File: src/rtl/load_store_unit_pkg.sv
// Shared definitions for the load/store unit: RV32I width codes, opcodes, FSM encoding.
package load_store_unit_pkg;

  localparam int unsigned XLEN  = 32;
  localparam int unsigned CNT_W = 8;

  // RV32I func3 width codes
  localparam logic [2:0] F3_B  = 3'b000;
  localparam logic [2:0] F3_H  = 3'b001;
  localparam logic [2:0] F3_W  = 3'b010;
  localparam logic [2:0] F3_BU = 3'b100;
  localparam logic [2:0] F3_HU = 3'b101;

  // RV32I major opcodes served by this unit
  localparam logic [6:0] OPC_LOAD  = 7'b0000011;
  localparam logic [6:0] OPC_STORE = 7'b0100011;

  typedef enum logic [1:0] {
    S_IDLE = 2'd0,
    S_REQ  = 2'd1,
    S_WAIT = 2'd2,
    S_DONE = 2'd3
  } lsu_state_e;

endpackage

File: src/rtl/lsu_align.sv
// Byte-lane steering for stores, load extraction/extension and alignment checking.
module lsu_align
  import load_store_unit_pkg::*;
(
  input  logic [2:0]      func3,
  input  logic [1:0]      addr_lo,
  input  logic            is_store,
  input  logic [XLEN-1:0] store_data,
  input  logic [XLEN-1:0] rdata,
  output logic [XLEN-1:0] wdata_c,
  output logic [3:0]      wstrb_c,
  output logic [XLEN-1:0] load_data_c,
  output logic            fault_c
);

  logic [15:0] shifted;

  assign shifted = 16'(rdata >> {addr_lo, 3'b000});

  // Decode the access width into lanes, extended load data and an alignment/legality fault
  always_comb begin
    wdata_c     = '0;
    wstrb_c     = '0;
    load_data_c = '0;
    fault_c     = 1'b0;
    case (func3)
      F3_B: begin
        wdata_c     = {4{store_data[7:0]}};
        wstrb_c     = 4'b0001 << addr_lo;
        load_data_c = {{24{shifted[7]}}, shifted[7:0]};
      end
      F3_H: begin
        wdata_c     = {2{store_data[15:0]}};
        wstrb_c     = 4'b0011 << addr_lo;
        load_data_c = {{16{shifted[15]}}, shifted[15:0]};
        fault_c     = addr_lo[0];
      end
      F3_W: begin
        wdata_c     = store_data;
        wstrb_c     = 4'b1111;
        load_data_c = rdata;
        fault_c     = |addr_lo;
      end
      F3_BU: begin
        load_data_c = {24'b0, shifted[7:0]};
        fault_c     = is_store;
      end
      F3_HU: begin
        load_data_c = {16'b0, shifted[15:0]};
        fault_c     = is_store | addr_lo[0];
      end
      default: fault_c = 1'b1;
    endcase
  end

endmodule

File: src/rtl/load_store_unit.sv
// Single-outstanding load/store unit bridging the control unit to a req/gnt/rvalid bus.
module load_store_unit
  import load_store_unit_pkg::*;
#(
  parameter int unsigned TIMEOUT = 16
) (
  input  logic            clk,
  input  logic            rst,
  input  logic            req_valid,
  output logic            req_ready,
  input  logic            is_store,
  input  logic [2:0]      func3,
  input  logic [XLEN-1:0] addr,
  input  logic [XLEN-1:0] store_data,
  output logic            mem_req,
  output logic            mem_we,
  output logic [XLEN-1:0] mem_addr,
  output logic [XLEN-1:0] mem_wdata,
  output logic [3:0]      mem_wstrb,
  input  logic            mem_gnt,
  input  logic            mem_rvalid,
  input  logic [XLEN-1:0] mem_rdata,
  output logic            rsp_valid,
  output logic [XLEN-1:0] rsp_data,
  output logic            rsp_err,
  output logic            rsp_misaligned
);

  // Last bus-wait cycle in which a grant or read return is still honoured
  localparam logic [CNT_W-1:0] CNT_LAST = CNT_W'(TIMEOUT - 1);

  lsu_state_e       state_q, state_d;
  logic [CNT_W-1:0] cnt_q, cnt_d;
  logic [1:0]       addr_lo_q;
  logic [2:0]       func3_q;
  logic             is_store_q;

  logic             accept_c, idle_c, timeout_c, load_done_c;
  logic [2:0]       al_func3_c;
  logic [1:0]       al_addr_lo_c;
  logic             al_store_c;
  logic [XLEN-1:0]  wdata_c, load_data_c;
  logic [3:0]       wstrb_c;
  logic             fault_c;

  assign idle_c   = (state_q == S_IDLE);
  assign accept_c = req_valid & req_ready;

  // The aligner sees the live request while idle and the latched one afterwards
  assign al_func3_c   = idle_c ? func3     : func3_q;
  assign al_addr_lo_c = idle_c ? addr[1:0] : addr_lo_q;
  assign al_store_c   = idle_c ? is_store  : is_store_q;

  lsu_align u_align (
    .func3       (al_func3_c),
    .addr_lo     (al_addr_lo_c),
    .is_store    (al_store_c),
    .store_data  (store_data),
    .rdata       (mem_rdata),
    .wdata_c     (wdata_c),
    .wstrb_c     (wstrb_c),
    .load_data_c (load_data_c),
    .fault_c     (fault_c)
  );

  // Next-state, wait counter and completion-cause decode
  always_comb begin
    state_d     = state_q;
    cnt_d       = cnt_q;
    timeout_c   = 1'b0;
    load_done_c = 1'b0;
    case (state_q)
      S_IDLE: begin
        if (accept_c) begin
          cnt_d   = '0;
          state_d = fault_c ? S_DONE : S_REQ;
        end
      end
      S_REQ: begin
        cnt_d = cnt_q + CNT_W'(1);
        if (mem_gnt) begin
          state_d = is_store_q ? S_DONE : S_WAIT;
        end else if (cnt_q >= CNT_LAST) begin
          state_d   = S_DONE;
          timeout_c = 1'b1;
        end
      end
      S_WAIT: begin
        cnt_d = cnt_q + CNT_W'(1);
        if (mem_rvalid) begin
          state_d     = S_DONE;
          load_done_c = 1'b1;
        end else if (cnt_q >= CNT_LAST) begin
          state_d   = S_DONE;
          timeout_c = 1'b1;
        end
      end
      S_DONE:  state_d = S_IDLE;
      default: state_d = S_IDLE;
    endcase
  end

  // State, counter and request fields latched at acceptance
  always_ff @(posedge clk or negedge rst) begin
    if (!rst) begin
      state_q    <= S_IDLE;
      cnt_q      <= '0;
      addr_lo_q  <= '0;
      func3_q    <= '0;
      is_store_q <= 1'b0;
    end else begin
      state_q <= state_d;
      cnt_q   <= cnt_d;
      if (accept_c) begin
        addr_lo_q  <= addr[1:0];
        func3_q    <= func3;
        is_store_q <= is_store;
      end
    end
  end

  // Bus-side outputs: loaded on entry to REQ, held through it, zero otherwise
  always_ff @(posedge clk or negedge rst) begin
    if (!rst) begin
      req_ready <= 1'b1;
      mem_req   <= 1'b0;
      mem_we    <= 1'b0;
      mem_addr  <= '0;
      mem_wdata <= '0;
      mem_wstrb <= '0;
    end else begin
      req_ready <= (state_d == S_IDLE);
      mem_req   <= (state_d == S_REQ);
      if (state_d != S_REQ) begin
        mem_we    <= 1'b0;
        mem_addr  <= '0;
        mem_wdata <= '0;
        mem_wstrb <= '0;
      end else if (idle_c) begin
        mem_we    <= is_store;
        mem_addr  <= {addr[XLEN-1:2], 2'b00};
        mem_wdata <= is_store ? wdata_c : '0;
        mem_wstrb <= is_store ? wstrb_c : '0;
      end
    end
  end

  // Response pulse; payload is non-zero only during the DONE cycle
  always_ff @(posedge clk or negedge rst) begin
    if (!rst) begin
      rsp_valid      <= 1'b0;
      rsp_data       <= '0;
      rsp_err        <= 1'b0;
      rsp_misaligned <= 1'b0;
    end else begin
      rsp_valid      <= (state_d == S_DONE);
      rsp_data       <= load_done_c ? load_data_c : '0;
      rsp_err        <= timeout_c;
      rsp_misaligned <= idle_c && (state_d == S_DONE);
    end
  end

endmodule

File: config.mk
export PLATFORM = sky130hd
export DESIGN_NAME = load_store_unit
export DESIGN_NICKNAME = d
export VERILOG_FILES = /design/src/rtl/load_store_unit_pkg.sv /design/src/rtl/lsu_align.sv /design/src/rtl/load_store_unit.sv
export SDC_FILE = /design/constraint.sdc
export NUM_CORES = 1
export LEC_CHECK = 0
export ABC_AREA = 1
export CAP_MARGIN = 0
export CORE_MARGIN = 1
export CORE_UTILIZATION = 35
export CTS_CLUSTER_SIZE = 8
export DETAILED_ROUTE_END_ITERATION = 10
export PLACE_DENSITY = 0.61
export SETUP_SLACK_MARGIN = 0.1
export SLEW_MARGIN = 0
export SYNTH_ARGS = -nofsm -noshare
export SYNTH_HDL_FRONTEND = slang
export SYNTH_SLANG_ARGS = --single-unit
File: constraint.sdc
create_clock -name clk -period 5.4 [get_ports clk]
set_input_delay 1.08 -clock clk [delete_from_list [all_inputs] [get_ports clk]]
set_output_delay 1.08 -clock clk [all_outputs]
set_load 0.01 [all_outputs]
==> results of run 1 <==
[report_power, final]
| group | internal (uW) | switching (uW) |
|---|---|---|
| Clock | 754 | 442 |
| Sequential | 1100 | 110 |
| Combinational | 811 | 1540 |
[through the flow]
stage	instances	utilization	instance area (sq um)
2_1_floorplan	826	-	6429
3_3_place_gp	1224	0.4777	8581
3_5_place_dp	1224	0.4777	8581
4_1_cts	1256	0.5123	9203
5_1_grt	1256	0.5123	9203
6_report	1256	0.5123	9203
[cells in the mapped netlist (2+ instances only)]
cell type,number,share of area
nand2_1,233,0.14
dfrtp_1,119,0.46
inv_1,118,0.069
a21oi_1,63,0.049
nor2_1,60,0.035
nand3_1,43,0.033
o21ai_0,40,0.031
o21bai_2,30,0.053
buf_2,14,0.011
clkbuf_1,14,0.0082
nor3_1,9,0.0070
o22ai_1,8,0.0078
buf_6,7,0.012
a22oi_1,6,0.0070
o21bai_1,6,0.0070
ha_1,5,0.0097
o21a_1,5,0.0058
o31ai_1,5,0.0058
buf_1,4,0.0023
buf_4,4,0.0047
nand2_2,4,0.0039
inv_2,3,0.0018
nand3_2,3,0.0047
o21ai_2,3,0.0041
or2_2,3,0.0029
a31oi_1,2,0.0019
[logic make-up after synthesis]
group,Yosys count,share of synthesized area
adders and majority gates,5,0.009737
AOI/OAI and AO/OA,171,0.1770
other,1,0.0005837
DFF,120,0.4676
xor gates and xnor gates,1,0.001363
buffers and inverters,165,0.1096
and+or+nand+nor,362,0.2341
[critical path, stage by stage]
cell and delay (ns):
clkdlybuf4s50_1 0.48, nand2_1 0.06, nand2_1 0.59, inv_2 0.31, nand2_1 0.13, nand2_1 0.05
o21ai_1 0.16, or2_1 0.67, o21ai_0 0.21, nand2_1 0.10, inv_1 0.05
[cell type report]
cell class / instances / area share
clock inverter: 13 / 0.01835
tap: 229 / 0.03114
timing repair buffer: 212 / 0.2292
multi-input combinational: 541 / 0.2959
inverter: 122 / 0.04976
clock buffer: 19 / 0.04922
sequential: 120 / 0.3264
[sequential cells by signal, indices dropped and copies added, names as in the netlist, 2 cells and up]
name / cells
addr_lo_q: 2
cnt_q: 8
func3_q: 3
mem_addr: 30
mem_wdata: 32
mem_wstrb: 4
rsp_data: 32
state_q: 2
[final timing paths]
kind	start	to	slack, ns	cells past startpoint
max	addr[0]	rsp_data[11]$_DFF_PN0_	1.81	11
max reg2reg	state_q[0]$_DFF_PN0_	mem_wdata[23]$_DFFE_PN0P_	2.12	12
max in group asynchronous	rst	cnt_q[7]$_DFFE_PN0P_	3.82	2
min	is_store_q$_DFFE_PN0P_	is_store_q$_DFFE_PN0P_	0.48	2
min in group asynchronous	rst	rsp_data[18]$_DFF_PN0_	0.61	1
min reg2reg	is_store_q$_DFFE_PN0P_	is_store_q$_DFFE_PN0P_	0.48	2
[placed cells by master, fill, tap and decap left out, types with 2 or more instances in the layout]
| master | n |
|---|---|
| nand2_1 | 233 |
| o31ai_1 | 5 |
| ha_1 | 4 |
| o21bai_1 | 6 |
| inv_1 | 118 |
| bufinv_16 | 3 |
| clkinvlp_4 | 4 |
| nand3_2 | 3 |
| clkbuf_8 | 2 |
| o21ai_2 | 3 |
| inv_2 | 3 |
| clkinv_4 | 2 |
| nand3_1 | 43 |
| o22ai_1 | 8 |
| clkdlybuf4s50_1 | 207 |
| dfrtp_1 | 119 |
| a22oi_1 | 6 |
| o21a_1 | 5 |
| conb_1 | 2 |
| nor3_1 | 9 |
| nand2_2 | 4 |
| or2_2 | 3 |
| o21ai_0 | 40 |
| clkbuf_16 | 17 |
| o21bai_2 | 30 |
| a21oi_1 | 63 |
| nor2_1 | 60 |
| inv_6 | 3 |
| buf_4 | 5 |
| a31oi_1 | 2 |
[metal layers]
metal	vias to the layer above	global-route usage	share of wire	routed length, um
li1	2964	-	-	-
met1	2816	0.2710	0.43	8195
met2	205	0.3275	0.46	8704
met3	18	0.07579	0.10	1921
met4	0	0.06838	0.013	253
met5	-	0	0	0
==> impl_metrics.toml, run 1 <==
[run]
max-cap-violations = 0

[cells_and_area]
multiInputGateArea_sq_um = 2723
fillers = 1743
final_layout_size_suffix_gt1_frac = 0.08861
regArea_sq_um = 3004
area_growth_pct = 43.23
num_antenna_cells = 0
nets = 1124

[critical_path]
setup.worst_path.start_class = "primary input"
endpoint_kind = "register"
path_class = "in -> reg"
arrival_ns = 3.90
required_ns = 5.71
path_max_fanout = 25

[routing]
ant_nets = 0
dr_total_vias = 6003
wl_per_cell_um = 15.19
drtIter0Drc = 427
vias_per_cell = 4.779
drc = 0
dr.pass1.iters = 4
postRouteWirelength_mm = 19.08

[clock_tree]
cts_tree = "yes"
cts_sinks = 120
cts_root_buffer = "clkbuf_16"
h-tree-depth = 4
numCtsBuffers = 17
ctsResizeCount = 0
cts_hold_buf = 0
post-cts-setup-buffers = 0
clk_latency_ns = 0.42
clk_path_buf_depth = 2
path_clk_slew_ns = 0.06

[global_route]
grt_pass1_vias = 5935
grt_max_degree = 50
grt_first_pass_wirelength_mm = 30.30
groute.usage.overall = 0.2108
overflow = 0
grt_antenna_before_repair = 0

[outcome]
status = "finished, final reports clean"

[sta]
clock_skew_ns = 0.008408
setup_viol = 0
period_share = 0.6645
tightest_slew_ns = 0.8204
hold_violations = 0
fmax_ghz = 0.2787
slew_headroom = 0.4531
slew_violations = 0
rsz0062_at_grt = "false"
fin_ws_ns = 1.812
min_period_ns = 3.588
hold_slack_ns = 0.4780
setup_tns_ns = 0

[synthesis]
synth.avg_cell_area_sq_um = 7.788
yosysWarningCount = 0
synthArstFlopShare = 1.000
ys_types = 40
syn_area_sq_um = 6425
synth-edff-count = 0
ys_seq_elements = 120
ys.flop_type = "dfrtp_1"
netlist_instances = 825
yosysSeqAreaShare = 0.4676

[floorplan]
floorplan.initialDensity = 0.3577
io_pins = 211
fp.dieW_um = 137.5
die_h_um = 137.5
die_area_sq_um = 18900
num_rows = 49
core_sq_um = 17960

[place]
gp_congestion = 0.8113
place_hpwl_mm = 13.54
pre_cts_ws_ns = 1.428
portBuffers = 208

[power]
ir_drop_v = 0.0002577
power_uw = 4757
p_leak_uw = 0.004380
power.density_nw_per_um2 = 517.0

[hold_path]
min_path_type = "reg -> reg"
No activity file was read; power rests on OpenSTA's default activity.
==> inputs of run 2 (changes only) <==
- PLACE_DENSITY: 0.61 -> 0.63
- clock period: 5.4 -> 2.9 ns (I/O delays scaled with it)
==> impl_metrics.toml, run 2 (synthesis results as in run 1) <==
[sta]
setup_tns_ns = 0
rsz0062_at_grt = "true"
setup_viol = 0
clock_skew_ns = 0.009603
slew_violations = 0
fmax_ghz = 0.3928
tightest_slew_ns = 0.7484
hold_violations = 0
slew_headroom = 0.5005
period_share = 0.8778
min_period_ns = 2.546

[cells_and_area]
area_growth_pct = 46.29
final_layout_size_suffix_gt1_frac = 0.09971
multiInputGateArea_sq_um = 2725
final_cells = 1272
fillers = 1705
regArea_sq_um = 3004
reg_top3 = "mem_wdata (32), rsp_data (32), mem_addr (30)"
final_cell_mix = "nand2_1, clkdlybuf4s50_1, dfrtp_1"
layout_commonest_cell = "nand2_1"
nets = 1140
num_antenna_cells = 0

[routing]
dr_total_vias = 6122
postRouteWirelength_mm = 19.25
wl_per_cell_um = 15.13
drc = 0
ant_nets = 0
drtIter0Drc = 487
vias_per_cell = 4.813
dr.pass1.iters = 5

[clock_tree]
post-cts-setup-buffers = 0
h-tree-depth = 4
cts_tree = "yes"
clk_path_buf_depth = 2
numCtsBuffers = 17
cts_root_buffer = "clkbuf_16"
clk_latency_ns = 0.42
cts_sinks = 120
path_clk_slew_ns = 0.05

[floorplan]
io_pins = 211
die_area_sq_um = 18900
die_h_um = 137.5
fp.dieW_um = 137.5
core_sq_um = 17960
num_rows = 49
floorplan.initialDensity = 0.3577

[power]
sequentialPowerShare = 0.243
ir_drop_v = 0.0005510
cellInternalPower_uw = 5391
clockPowerShare = 0.249
p_sw_uw = 3894
p_comb_frac = 0.508
switching_share = 0.4193
p_leak_uw = 0.004491
power.density_nw_per_um2 = 987.9

[global_route]
groute.usage.overall = 0.2092
grt_pass1_vias = 5948
grt_first_pass_wirelength_mm = 30.02
grt_max_degree = 50
overflow = 0
grt_antenna_before_repair = 0

[critical_path]
endpoint_kind = "register"
path_max_fanout = 14
setup.worst_path.start_class = "register"
required_ns = 3.25
cp-startpoint = "state_q[1]$_DFF_PN0_"
reg2reg_from = "state_q[1]$_DFF_PN0_"
arrival_ns = 2.89
path_class = "reg -> reg"

[outcome]
status = "finished, final reports clean"

[run]
max-cap-violations = 0

[place]
place_hpwl_mm = 13.89
dp.cells = 1240
portBuffers = 208
gp_congestion = 0.8214

[hold_path]
min_path_type = "in -> async"
==> run 2: metal layers <==
metal | track usage | wire, um
met1 | 0.2650 | 8184
met2 | 0.3247 | 8824
met3 | 0.07763 | 1875
met4 | 0.07509 | 363
met5 | 0 | 0
==> run 2: power by group through the flow <==
stage                     Clock, uW  Sequential, uW  Combinational [uW]
final                          2310            2260                4710
after global routing           2430            2300                5260
after CTS                      2350            2260                4740
after detailed placement          0            2270                4720
after global placement            0            2270                4690
after floorplan                   0            2400                2910
==> run 2: final timing paths <==
path                                        endpoint  slack (ns)  cells after the start
min in group clk            addr_lo_q[0]$_DFFE_PN0P_        0.48                      2
setup reg to reg           mem_wdata[19]$_DFFE_PN0P_        0.35                     11
hold / removal             mem_wdata[27]$_DFFE_PN0P_        0.15                      1
setup / recovery           mem_wdata[19]$_DFFE_PN0P_        0.35                     11
hold reg to reg             addr_lo_q[0]$_DFFE_PN0P_        0.48                      2
max in group asynchronous     rsp_data[29]$_DFF_PN0_        1.93                      2
==> run 2: critical path, cell delays in order, from the launching register on <==
cell,delay (ns)
dfrtp_1,0.42
inv_1,0.09
ha_2,0.25
inv_2,0.22
nand2_1,0.07
nand2_1,0.20
nand3_2,0.26
a21oi_4,0.42
nand2_1,0.13
o21ai_0,0.20
inv_1,0.08
o21bai_2,0.13
==> run 2: area by class of cell <==
cell class                      count  share of cell area
Sequential cell                   120              0.3196
Multi-Input combinational cell    541              0.2899
Timing Repair Buffer              228              0.2429
Clock buffer                       24             0.05019
Inverter                          122             0.04872
Tap cell                          229             0.03048
Clock inverter                      8             0.01810
==> run 2: stage by stage <==
step           total power (uW)    util  instance area (sq um)  setup WS, ns  hold WS, ns
2_1_floorplan              5311       -                   6429        0.8745       0.2844
3_3_place_gp               6964  0.4871                   8751        0.1495       0.4657
3_5_place_dp               6994  0.4871                   8751       0.09697       0.4652
4_1_cts                    9348  0.5229                   9393        0.1436       0.1800
5_1_grt                    9995  0.5232                   9399       0.09174       0.1951
6_report                   9285  0.5232                   9399        0.3544       0.1526
==> run 2: timing repair <==
item                                    CTS  global route
endpoints found under the setup margin    0            29
hold buffers                              0             0
gates resized for setup                   0             3
